### src/rtl/bd_input_arbiter.sv
// +----------------------------------------------------------------------------+
// | bd_input_arbiter: round-robin arbiter feeding the BD encoder word channel, |
// | holding the grant across multi-chunk serialized leaves.   Rev 1.0          |
// +----------------------------------------------------------------------------+
`default_nettype none

module bd_input_arbiter #(
  parameter int NREQ     = 4,
  parameter int NCODE    = 6,
  parameter int NPAYLOAD = 20,
  parameter int NSER     = 4,
  parameter int SER_LO   = 26,
  parameter int SER_HI   = 29
) (
  input  logic                       clk,
  input  logic                       reset,
  input  logic [NREQ-1:0]            in_v,
  input  logic [NREQ*NCODE-1:0]      in_leaf_code,
  input  logic [NREQ*NPAYLOAD-1:0]   in_payload,
  output logic [NREQ-1:0]            in_a,
  output logic                       out_v,
  output logic [NCODE-1:0]           out_leaf_code,
  output logic [NPAYLOAD-1:0]        out_payload,
  input  logic                       out_a,
  output logic [$clog2(NREQ)-1:0]    grant_idx,
  output logic                       locked
);

  localparam int IDXW = $clog2(NREQ);
  localparam int SUMW = IDXW + 1;
  localparam int CNTW = (NSER > 1) ? $clog2(NSER) : 1;
  localparam logic [IDXW-1:0] C_LAST_IDX  = IDXW'(NREQ - 1);
  localparam logic [CNTW-1:0] C_CNT_INIT  = CNTW'(NSER - 1);
  localparam logic [CNTW-1:0] C_CNT_ONE   = CNTW'(1);
  localparam logic [SUMW-1:0] C_NREQ_SUM  = SUMW'(NREQ);
  localparam logic [NCODE-1:0] C_SER_LO   = NCODE'(SER_LO);
  localparam logic [NCODE-1:0] C_SER_HI   = NCODE'(SER_HI);
  localparam bit              C_HAS_BURST = (NSER > 1);

  typedef enum logic [0:0] {
    IDLE  = 1'b0,
    BURST = 1'b1
  } state_t;

  state_t                state_q, state_d;
  logic                  out_v_q, out_v_d;
  logic [NCODE-1:0]      out_leaf_code_q, out_leaf_code_d;
  logic [NPAYLOAD-1:0]   out_payload_q, out_payload_d;
  logic [IDXW-1:0]       grant_idx_q, grant_idx_d;
  logic [IDXW-1:0]       lock_owner_q, lock_owner_d;
  logic [IDXW-1:0]       rr_ptr_q, rr_ptr_d;
  logic [CNTW-1:0]       chunk_cnt_q, chunk_cnt_d;

  logic                  loadable;
  logic                  found;
  logic                  grant;
  logic [IDXW-1:0]       winner;
  logic [SUMW-1:0]       cand;
  logic [NCODE-1:0]      win_code;
  logic [NPAYLOAD-1:0]   win_payload;
  logic                  win_is_ser;

  function automatic logic [IDXW-1:0] wrap_inc(input logic [IDXW-1:0] idx);
    return (idx == C_LAST_IDX) ? '0 : idx + 1'b1;
  endfunction

  // While a burst is open only its owner may win, even if it is idle.
  always_comb begin
    loadable = !out_v_q || out_a;
    found    = 1'b0;
    winner   = '0;
    cand     = '0;
    if (state_q == BURST) begin
      found  = in_v[lock_owner_q];
      winner = lock_owner_q;
    end else begin
      for (int k = 0; k < NREQ; k++) begin
        cand = {1'b0, rr_ptr_q} + SUMW'(k);
        if (cand >= C_NREQ_SUM) begin
          cand = cand - C_NREQ_SUM;
        end
        if (!found && in_v[cand[IDXW-1:0]]) begin
          found  = 1'b1;
          winner = cand[IDXW-1:0];
        end
      end
    end
    grant       = loadable && found && !reset;
    win_code    = in_leaf_code[winner*NCODE +: NCODE];
    win_payload = in_payload[winner*NPAYLOAD +: NPAYLOAD];
    win_is_ser  = (win_code >= C_SER_LO) && (win_code <= C_SER_HI);
  end

  always_comb begin
    in_a = '0;
    if (grant) begin
      in_a[winner] = 1'b1;
    end
  end

  always_comb begin
    state_d         = state_q;
    out_v_d         = out_v_q;
    out_leaf_code_d = out_leaf_code_q;
    out_payload_d   = out_payload_q;
    grant_idx_d     = grant_idx_q;
    lock_owner_d    = lock_owner_q;
    rr_ptr_d        = rr_ptr_q;
    chunk_cnt_d     = chunk_cnt_q;

    if (grant) begin
      out_v_d         = 1'b1;
      out_leaf_code_d = win_code;
      out_payload_d   = win_payload;
      grant_idx_d     = winner;
      if (state_q == BURST) begin
        // Later chunks are forwarded without re-decoding their leaf code.
        if (chunk_cnt_q == C_CNT_ONE) begin
          state_d     = IDLE;
          chunk_cnt_d = '0;
          rr_ptr_d    = wrap_inc(lock_owner_q);
        end else begin
          chunk_cnt_d = chunk_cnt_q - C_CNT_ONE;
        end
      end else if (C_HAS_BURST && win_is_ser) begin
        state_d      = BURST;
        lock_owner_d = winner;
        chunk_cnt_d  = C_CNT_INIT;
      end else begin
        rr_ptr_d = wrap_inc(winner);
      end
    end else if (out_v_q && out_a) begin
      out_v_d = 1'b0;
    end
  end

  always_ff @(posedge clk) begin
    if (reset) begin
      state_q         <= IDLE;
      out_v_q         <= 1'b0;
      out_leaf_code_q <= '0;
      out_payload_q   <= '0;
      grant_idx_q     <= '0;
      lock_owner_q    <= '0;
      rr_ptr_q        <= '0;
      chunk_cnt_q     <= '0;
    end else begin
      state_q         <= state_d;
      out_v_q         <= out_v_d;
      out_leaf_code_q <= out_leaf_code_d;
      out_payload_q   <= out_payload_d;
      grant_idx_q     <= grant_idx_d;
      lock_owner_q    <= lock_owner_d;
      rr_ptr_q        <= rr_ptr_d;
      chunk_cnt_q     <= chunk_cnt_d;
    end
  end

  assign out_v         = out_v_q;
  assign out_leaf_code = out_leaf_code_q;
  assign out_payload   = out_payload_q;
  assign grant_idx     = grant_idx_q;
  assign locked        = (state_q == BURST);

endmodule

`default_nettype wire

### config.mk
export PLATFORM = sky130hd
export DESIGN_NAME = bd_input_arbiter
export DESIGN_NICKNAME = d
export VERILOG_FILES = /design/src/rtl/bd_input_arbiter.sv
export SDC_FILE = /design/constraint.sdc
export NUM_CORES = 1
export LEC_CHECK = 0
export CORE_MARGIN = 2
export CORE_UTILIZATION = 30
export DETAILED_ROUTE_END_ITERATION = 10
export DONT_BUFFER_PORTS = 1
export HOLD_SLACK_MARGIN = 0.12
export PLACE_DENSITY_LB_ADDON = 0.05
export SKIP_CTS_REPAIR_TIMING = 1
export SYNTH_ARGS = -nofsm -noshare
export SYNTH_HDL_FRONTEND = slang
export SYNTH_SLANG_ARGS = --single-unit
### constraint.sdc
create_clock -name clk -period 2.6 [get_ports clk]
set_input_delay 0.52 -clock clk [delete_from_list [all_inputs] [get_ports clk]]
set_output_delay 0.52 -clock clk [all_outputs]
set_load 0.02 [all_outputs]
# [Word level (Yosys, flattened, before mapping)]
# Cells that the tools add are included.
[classes] n_addsub=10 eq_ne=5 n_reduce_logical=19 magnitude_cmp=13 shift=2 mul=2 n_mux=47 bitwise=1
[ops] op="$shiftx A80 B8 Y20" count=1
[ops] op="$mux W2" count=21
[ops] op="$shiftx A24 B6 Y6" count=1
[ops] op="$mux W1" count=19
[ops] op="$lt A2 B3 Y1 const B" count=6
[ops] op="$bmux W1 S2" count=5
[ops] op="$sub A2 B1 Y2 const B" count=5
[ops] op="$ge A3 B3 Y1 const B" count=3
[ops] op="$logic_and A1 B1 Y1" count=8
[ops] op="$add A2 B2 Y3 const B" count=2
[ops] op="$ge A6 B5 Y1 const B" count=1
[ops] op="$le A6 B5 Y1 const B" count=1
[ops] op="$reduce_and A3 Y1" count=2
[ops] op="$logic_not A1 Y1" count=5
[ops] op="$mul A2 B3 Y5 const B" count=1
[ops] op="$add A2 B1 Y2 const B" count=2
[ops] op="$eq A2 B2 Y1 const B" count=2
[ops] op="$mul A2 B2 Y4 const B" count=1
[ops] op="$mux W4" count=1
[ops] op="$reduce_bool A2 Y1" count=2
[ops] op="$add A2 B1 Y3 const B" count=1
[ops] op="$ge A2 B3 Y1 const B" count=1
[ops] op="$demux W1 S2" count=1
[ops] op="$eq A2 B1 Y1 const B" count=1
[ops] op="other kinds (6)" count=6
[totals] output_inout_bits=34 input_bits=111 wordCells=107 register_bits=36

# [Logic depth before layout (Yosys ltp)]
[depth] word_depth=25 mapped_depth=10

# [Worst setup path after synthesis]
# OpenSTA, ideal clock, no wires.
[synth_path] path_kind="input port to output port" startpoint="input port in_v[0]" endpoint="output port in_a[2]" path_slack_ps=-53 arrival_ps=2133 n_path_buf=1 required_ps=2080 path_stages=7 path_cell_list="nor2b_1 -> o21ai_1 -> nand3_1 -> inv_1 -> clkbuf_1 -> ha_1 -> and2_1"
[synth_between] elab_chain_len=21 elab_cells_between_ends=37 cone_classes="order compare (2); mux (26); reduce/logical (9)"
[synth_rtl] item="start: declaration" line="17" rtl="input logic [NREQ-1:0] in_v,"
[synth_rtl] item="$bmux W1 S2" line="82" rtl="if (!found && in_v[cand[IDXW-1:0]]) begin"
[synth_rtl] item="$mux W1 (not written as such)" line="82"
[synth_rtl] item="$mux W1" line="82"
[synth_rtl] item="$mux W1" line="73" rtl="if (state_q == BURST) begin"
[synth_rtl] item="$logic_not A1 Y1" line="82"
[synth_rtl] item="$logic_and A1 B1 Y1" line="82"
[synth_rtl] item="$mux W1" line="82"
[synth_rtl] item="$mux W1" line="73"
[synth_rtl] item="(+6 left out)"
[synth_rtl] item="$mux W2 *" line="82"
[synth_rtl] item="$mux W2 *" line="73"
[synth_rtl] item="named net winner[1]" line="57" rtl="logic [IDXW-1:0] winner;"
[synth_rtl] item="$lt A2 B3 Y1 (not written as such) or $ge A2 B1 Y1 (tied branches)" line="97" rtl="in_a[winner] = 1'b1;"
[synth_rtl] item="$logic_and A1 B1 Y1 (not written as such)" line="97"
[synth_rtl] item="$mux W1 (not written as such)" line="97"
[synth_rtl] item="$demux W1 S2 *" line="97"
[synth_rtl] item="$mux W4 *" line="96" rtl="if (grant) begin"
[synth_rtl] item="end: declaration" line="20" rtl="output logic [NREQ-1:0] in_a,"
# Mark *: on every way through the listed nets, which the timed path passes. The rest lies on a longest branch. The select of a mux whose other input is x is not followed.

# [Worst setup path in the final report]
[layout_path] startpoint="register rr_ptr_q[1]" endpoint="register rr_ptr_q[0]"
[layout_between] elab_chain_len=25 elab_cells_between_ends=60 cone_classes="add/sub (8); mul (1); order compare (6); eq/ne (2); shift (1); mux (32); reduce/logical (10)"
[layout_rtl] item="start: declaration" line="51" rtl="logic [IDXW-1:0] rr_ptr_q, rr_ptr_d;"
[layout_rtl] item="start signal: assignment" line="154" rtl="rr_ptr_q <= rr_ptr_d;"
[layout_rtl] item="$ge A2 B3 Y1 or $sub A2 B1 Y2 (tied branches)" line="79, 80"
[layout_rtl] item="$mux W2" line="79" rtl="if (cand >= C_NREQ_SUM) begin"
[layout_rtl] item="$mux W2" line="73"
[layout_rtl] item="$bmux W1 S2" line="82"
[layout_rtl] item="$mux W1 (not written as such)" line="82"
[layout_rtl] item="$mux W1" line="82"
[layout_rtl] item="$mux W1" line="73"
[layout_rtl] item="$logic_not A1 Y1" line="82"
[layout_rtl] item="(+9 left out)"
[layout_rtl] item="$mux W2" line="82"
[layout_rtl] item="$mux W2" line="73"
[layout_rtl] item="$mul A2 B2 Y4" line="89" rtl="win_code = in_leaf_code[winner*NCODE +: NCODE];"
[layout_rtl] item="$shiftx A24 B6 Y6" line="89"
[layout_rtl] item="$ge A6 B5 Y1 or $le A6 B5 Y1 (tied branches)" line="91" rtl="win_is_ser = (win_code >= C_SER_LO) && (win_code <= C_SER_HI);"
[layout_rtl] item="$logic_and A1 B1 Y1" line="91"
[layout_rtl] item="$ne A2 B2 Y1 (no source line)"
[layout_rtl] item="$reduce_and A3 Y1 (no source line)"
# Several ways; a longest one is shown, not always the timed one. The select of a mux whose other input is x is not followed.
# A chain may end at the register's enable or synchronous reset.

==> summary.md <==
The flow ran to the end, and the final reports show no timing, DRC or antenna violations. The logs give 0 for the final max-slew violation count and 2.66 ns for the data arrival time of the critical path. The logs give 36.2% for the sequential cell fraction of total power and 0 for the total congestion overflow. Clock latency on the worst-skew pair: 0.29 ns.

The biggest area contributor in the post-synthesis netlist is sky130_fd_sc_hd__dfxtp_1. The global-route track usage on met2 is 23.13%. IR analysis of the VDD net gives a maximum drop of 0.3666 mV.

After detailed routing, the number of remaining DRC violations is 0. The number of I/O port buffers was 0; the final cell count without fillers was 368. The met1 usage came out at 19.98%. At the pin with the least slew margin, the transition time is 0.3554 ns. The number of hold-slack violations in the final timing report was 0; the share of total power consumed by net switching was 42.57%. The signal on the critical path passes through buf_4, a211o_1, a211oi_4, a21oi_4, buf_4, mux4_2, nor3b_2, a31o_2, mux2i_1.

Headroom to the max-slew limit came out at 76.31%. The clock passes through at most 2 buffers. Master cell of the clock root buffer: sky130_fd_sc_hd__clkbuf_8. For this run, the top clock speed supported by timing is 0.4025 GHz. In the synthesized netlist, mux cells make up 24.92% of the area. After synthesis, the largest family of logic cells by area is multiplexers. Once the floorplan was initialized, standard cells occupied 30.83% of the core.

For this run, the leading register cell type out of synthesis is sky130_fd_sc_hd__dfxtp_1. Dividing the detail-routed wire length by the instance count gives 18.50 µm. From left edge to right edge, the die measures 92.88 µm.

The synthesis-to-finish area growth is 15.84%, and the xor and xnor fraction of the mapped netlist area is 0.7392%. Entering global routing, the biggest net connects 38 pins. The run gives 1.013 nW as the leakage power figure. Ranked by instance count, the synthesized netlist is headed by sky130_fd_sc_hd__dfxtp_1, sky130_fd_sc_hd__nand2b_1, sky130_fd_sc_hd__nand2_1, sky130_fd_sc_hd__mux4_2, sky130_fd_sc_hd__o21ai_1. The total instance count after detailed placement is 358. The number of global-route vias before repair was 1,922. TritonCTS built the clock tree. The number of antenna diodes in the final layout is 0. The tools report the total vias in the final route as 1,954. The count of synthesis-stage warnings from yosys is 0, and the final period demand of the worst path is 2.485 ns. The overall track demand over capacity in global routing was 15.31%. By instance count, the cell type seen most on the critical path is sky130_fd_sc_hd__buf_4. Internal power: 0.001749 W.

The simple-gate share of the synthesized area is 19.85%. The critical path is of the flop to flop type. Clock tree synthesis found a total of 36 sinks. In this run the power density over the cells is 1109 mW/mm². For the die area, the log shows 0.008626 mm².

Class of the tightest hold or removal check: input port to flop. After technology mapping, the gate count stands at 250. The initial antenna violation count is 0. Startpoint kind of the worst setup timing path: a flop. After floorplanning, the core was sized to cover 0.007687 mm². The clock arrives with 0.008594 ns of skew. The worst path uses 95.56% of the clock period. The mean number of vias per cell came out at 5.310. By area the synthesized netlist is led by sky130_fd_sc_hd__dfxtp_1, sky130_fd_sc_hd__mux4_2, sky130_fd_sc_hd__nand2b_1, sky130_fd_sc_hd__nand2_1, sky130_fd_sc_hd__o21ai_1. The final layout contains 381 nets.

The most common cell in the synthesized netlist is sky130_fd_sc_hd__dfxtp_1. Summing the areas of all compound-gate instances in the mapped netlist gives 17.27% of the synthesized area. The portion of synthesized cell area occupied by the leading cell type was 30.41%.

The peak fanout along the critical path works out to 6. Yosys mapped a number of flops with a built-in enable equal to 0. The number of distinct standard cells referenced by the synthesized netlist came out at 36. The aggregate negative setup slack is 0 ns, and the async set-reset flop share out of synthesis is 0%.

Routing layer with the top usage in global route: met2. STA classifies the critical path endpoint as a flop. The logs give 2.78 ns for the required time reported for the critical path endpoint and 6.808 mm for the wire length after detailed routing. Setup repair after global routing left no endpoint under its margin. The clock-pin transition on the worst setup and hold timing paths came out at 0.08 ns.

The share of the Yosys chip area taken by registers is 30.41%. During I/O placement, the number of pins put on the boundary was 145. The stage delay of the slowest cell on the critical path came out at 0.45 ns. The slowest library cell on the worst path is sky130_fd_sc_hd__mux4_2. Detailed placement ended at an HPWL of 5.249 mm. For this design the total switching power over the nets is 0.001297 W. The congestion estimate from routability-driven global placement came to 0.8007. Combinational cells account for 49.9% of the total power. The detailed router finished its first iteration with 56 violations.

Fill cells in the final layout number 823. The setup violation total in the final timing report was 0. The die boundary height works out to 92.88 µm.

Dividing the synthesized area by the synthesized cell count gives 9.479 µm². The number of clock buffers inserted by TritonCTS was 5. The number of nets in the synthesized netlist is 366. The run gives 0 as the count of maximum capacitance violations. Cells with a size suffix above 1 make up 28.95% of the layout.

The number of iterations in the first detailed-routing pass is 4. The met3 track utilization from global routing was 6.347%; the first-pass GRT wire length was 10.12 mm. The initialized floorplan defines 32 standard-cell rows. The synthesized flop and latch total came out at 36. In this run the cell area of the synthesized design comes to 0.002370 mm².

The count of nets left with antenna violations after detail routing came out at 0. After Yosys synthesis, full adders, half adders and majority gates account for 2.640% of the synthesized area. The clock network is responsible for 13.9% of the overall power. For the number of H-tree branching levels, the log shows 2.
sequential cells by signal, indices dropped and copies added, names as in the netlist:
| signal | flops |
|---|---|
| chunk_cnt_q | 2 |
| out_payload | 20 |
| out_v | 1 |
| rr_ptr_q | 2 |
| locked | 1 |
| out_leaf_code | 6 |
| grant_idx | 2 |
| lock_owner_q | 2 |
logic make-up (layout without fill, tap and decap cells):
kind of cell / Yosys count / in the layout
flops: 36 / 36
mux: 29 / 29
simple gates: 91 / 91
compound gates: 62 / 62
xor+xnor: 2 / 2
buf+inv: 25 / 41
fa+ha+maj: 5 / 5
layout by cell type (no fill, tap or decap), types with 2 or more instances in the layout:
cell	count
sky130_fd_sc_hd__dfxtp_1	33
sky130_fd_sc_hd__nand2b_1	32
sky130_fd_sc_hd__nand2_1	30
sky130_fd_sc_hd__buf_4	26
sky130_fd_sc_hd__mux4_2	24
sky130_fd_sc_hd__o21ai_1	17
sky130_fd_sc_hd__o21ai_0	15
sky130_fd_sc_hd__nor2_1	11
sky130_fd_sc_hd__nand4_1	7
sky130_fd_sc_hd__o31ai_1	6
sky130_fd_sc_hd__clkbuf_8	6
sky130_fd_sc_hd__inv_1	5
sky130_fd_sc_hd__mux2i_1	5
sky130_fd_sc_hd__ha_1	4
sky130_fd_sc_hd__nand3_1	3
sky130_fd_sc_hd__a22oi_1	3
sky130_fd_sc_hd__a221oi_1	3
sky130_fd_sc_hd__a21oi_1	3
sky130_fd_sc_hd__dfxtp_2	3
sky130_fd_sc_hd__a211o_1	2
sky130_fd_sc_hd__o21a_1	2
sky130_fd_sc_hd__inv_2	2
sky130_fd_sc_hd__a31o_2	2
sky130_fd_sc_hd__nor3b_2	2
sky130_fd_sc_hd__and2_4	2
sky130_fd_sc_hd__clkinv_2	2
path summary, 6_finish.rpt:
check | from | to | slack [ns] | depth (start not counted)
hold reg to reg | chunk_cnt_q[1] | chunk_cnt_q[1] | 0.50 | 2
setup reg to reg | rr_ptr_q[1] | rr_ptr_q[0] | 0.12 | 9
setup / recovery | rr_ptr_q[1] | rr_ptr_q[0] | 0.12 | 9
hold / removal | reset | out_v | 0.29 | 1
power by group through the flow:
| stage | registers (W) | clock network, W | logic (W) |
|---|---|---|---|
| 5_1_grt | 0.00113 | 0.000467 | 0.00168 |
| 6_report | 0.00110 | 0.000422 | 0.00152 |
| 3_3_place_gp | 0.00112 | 0 | 0.00151 |
| 3_5_place_dp | 0.00112 | 0 | 0.00151 |
| 4_1_cts | 0.00111 | 0.000443 | 0.00152 |
| 2_1_floorplan | 0.00106 | 0 | 0.00111 |
through the flow:
stage | hold WS [ns] | setup slack [ns] | total power [W] | area (µm²) | util (%)
3_3_place_gp | 0.4782 | 0.06661 | 0.002632 | 2618 | 34.05
3_5_place_dp | 0.4885 | 0.02236 | 0.002628 | 2618 | 34.05
6_report | 0.2892 | 0.1155 | 0.003046 | 2745 | 35.71
4_1_cts | 0.2810 | -0.1264 | 0.003070 | 2710 | 35.25
5_1_grt | 0.2741 | 0.01180 | 0.003274 | 2745 | 35.71
2_1_floorplan | 0.4697 | 0.01723 | 0.002173 | 2371 | -
critical path: cells and delay by family (launching register included):
kind | cells | cell delay, ns
compound gates | 4 | 0.99
buf+inv | 2 | 0.29
mux | 2 | 0.57
flops | 1 | 0.33
simple gates | 1 | 0.19
layer usage:
metal  vias up  routed length (µm)  share of wire (%)
li1        950                   -                  -
met3         9                 661                9.7
met1       905                2927                 43
met2        90                3107                 46
met4         0                 112                1.6
met5         -                   0                  0
cell type report:
| class | instances | area (µm²) | area share, % |
|---|---|---|---|
| clock buffer | 6 | 82.58 | 3.008 |
| sequential | 36 | 724.4 | 26.39 |
| inverter | 7 | 26.28 | 0.9572 |
| multi-input combinational | 189 | 1579 | 57.52 |
| timing repair buffer | 26 | 195.2 | 7.110 |
| clock inverter | 2 | 10.01 | 0.3646 |
| tap | 102 | 127.6 | 4.649 |
Power figures use the tool's default switching activity.
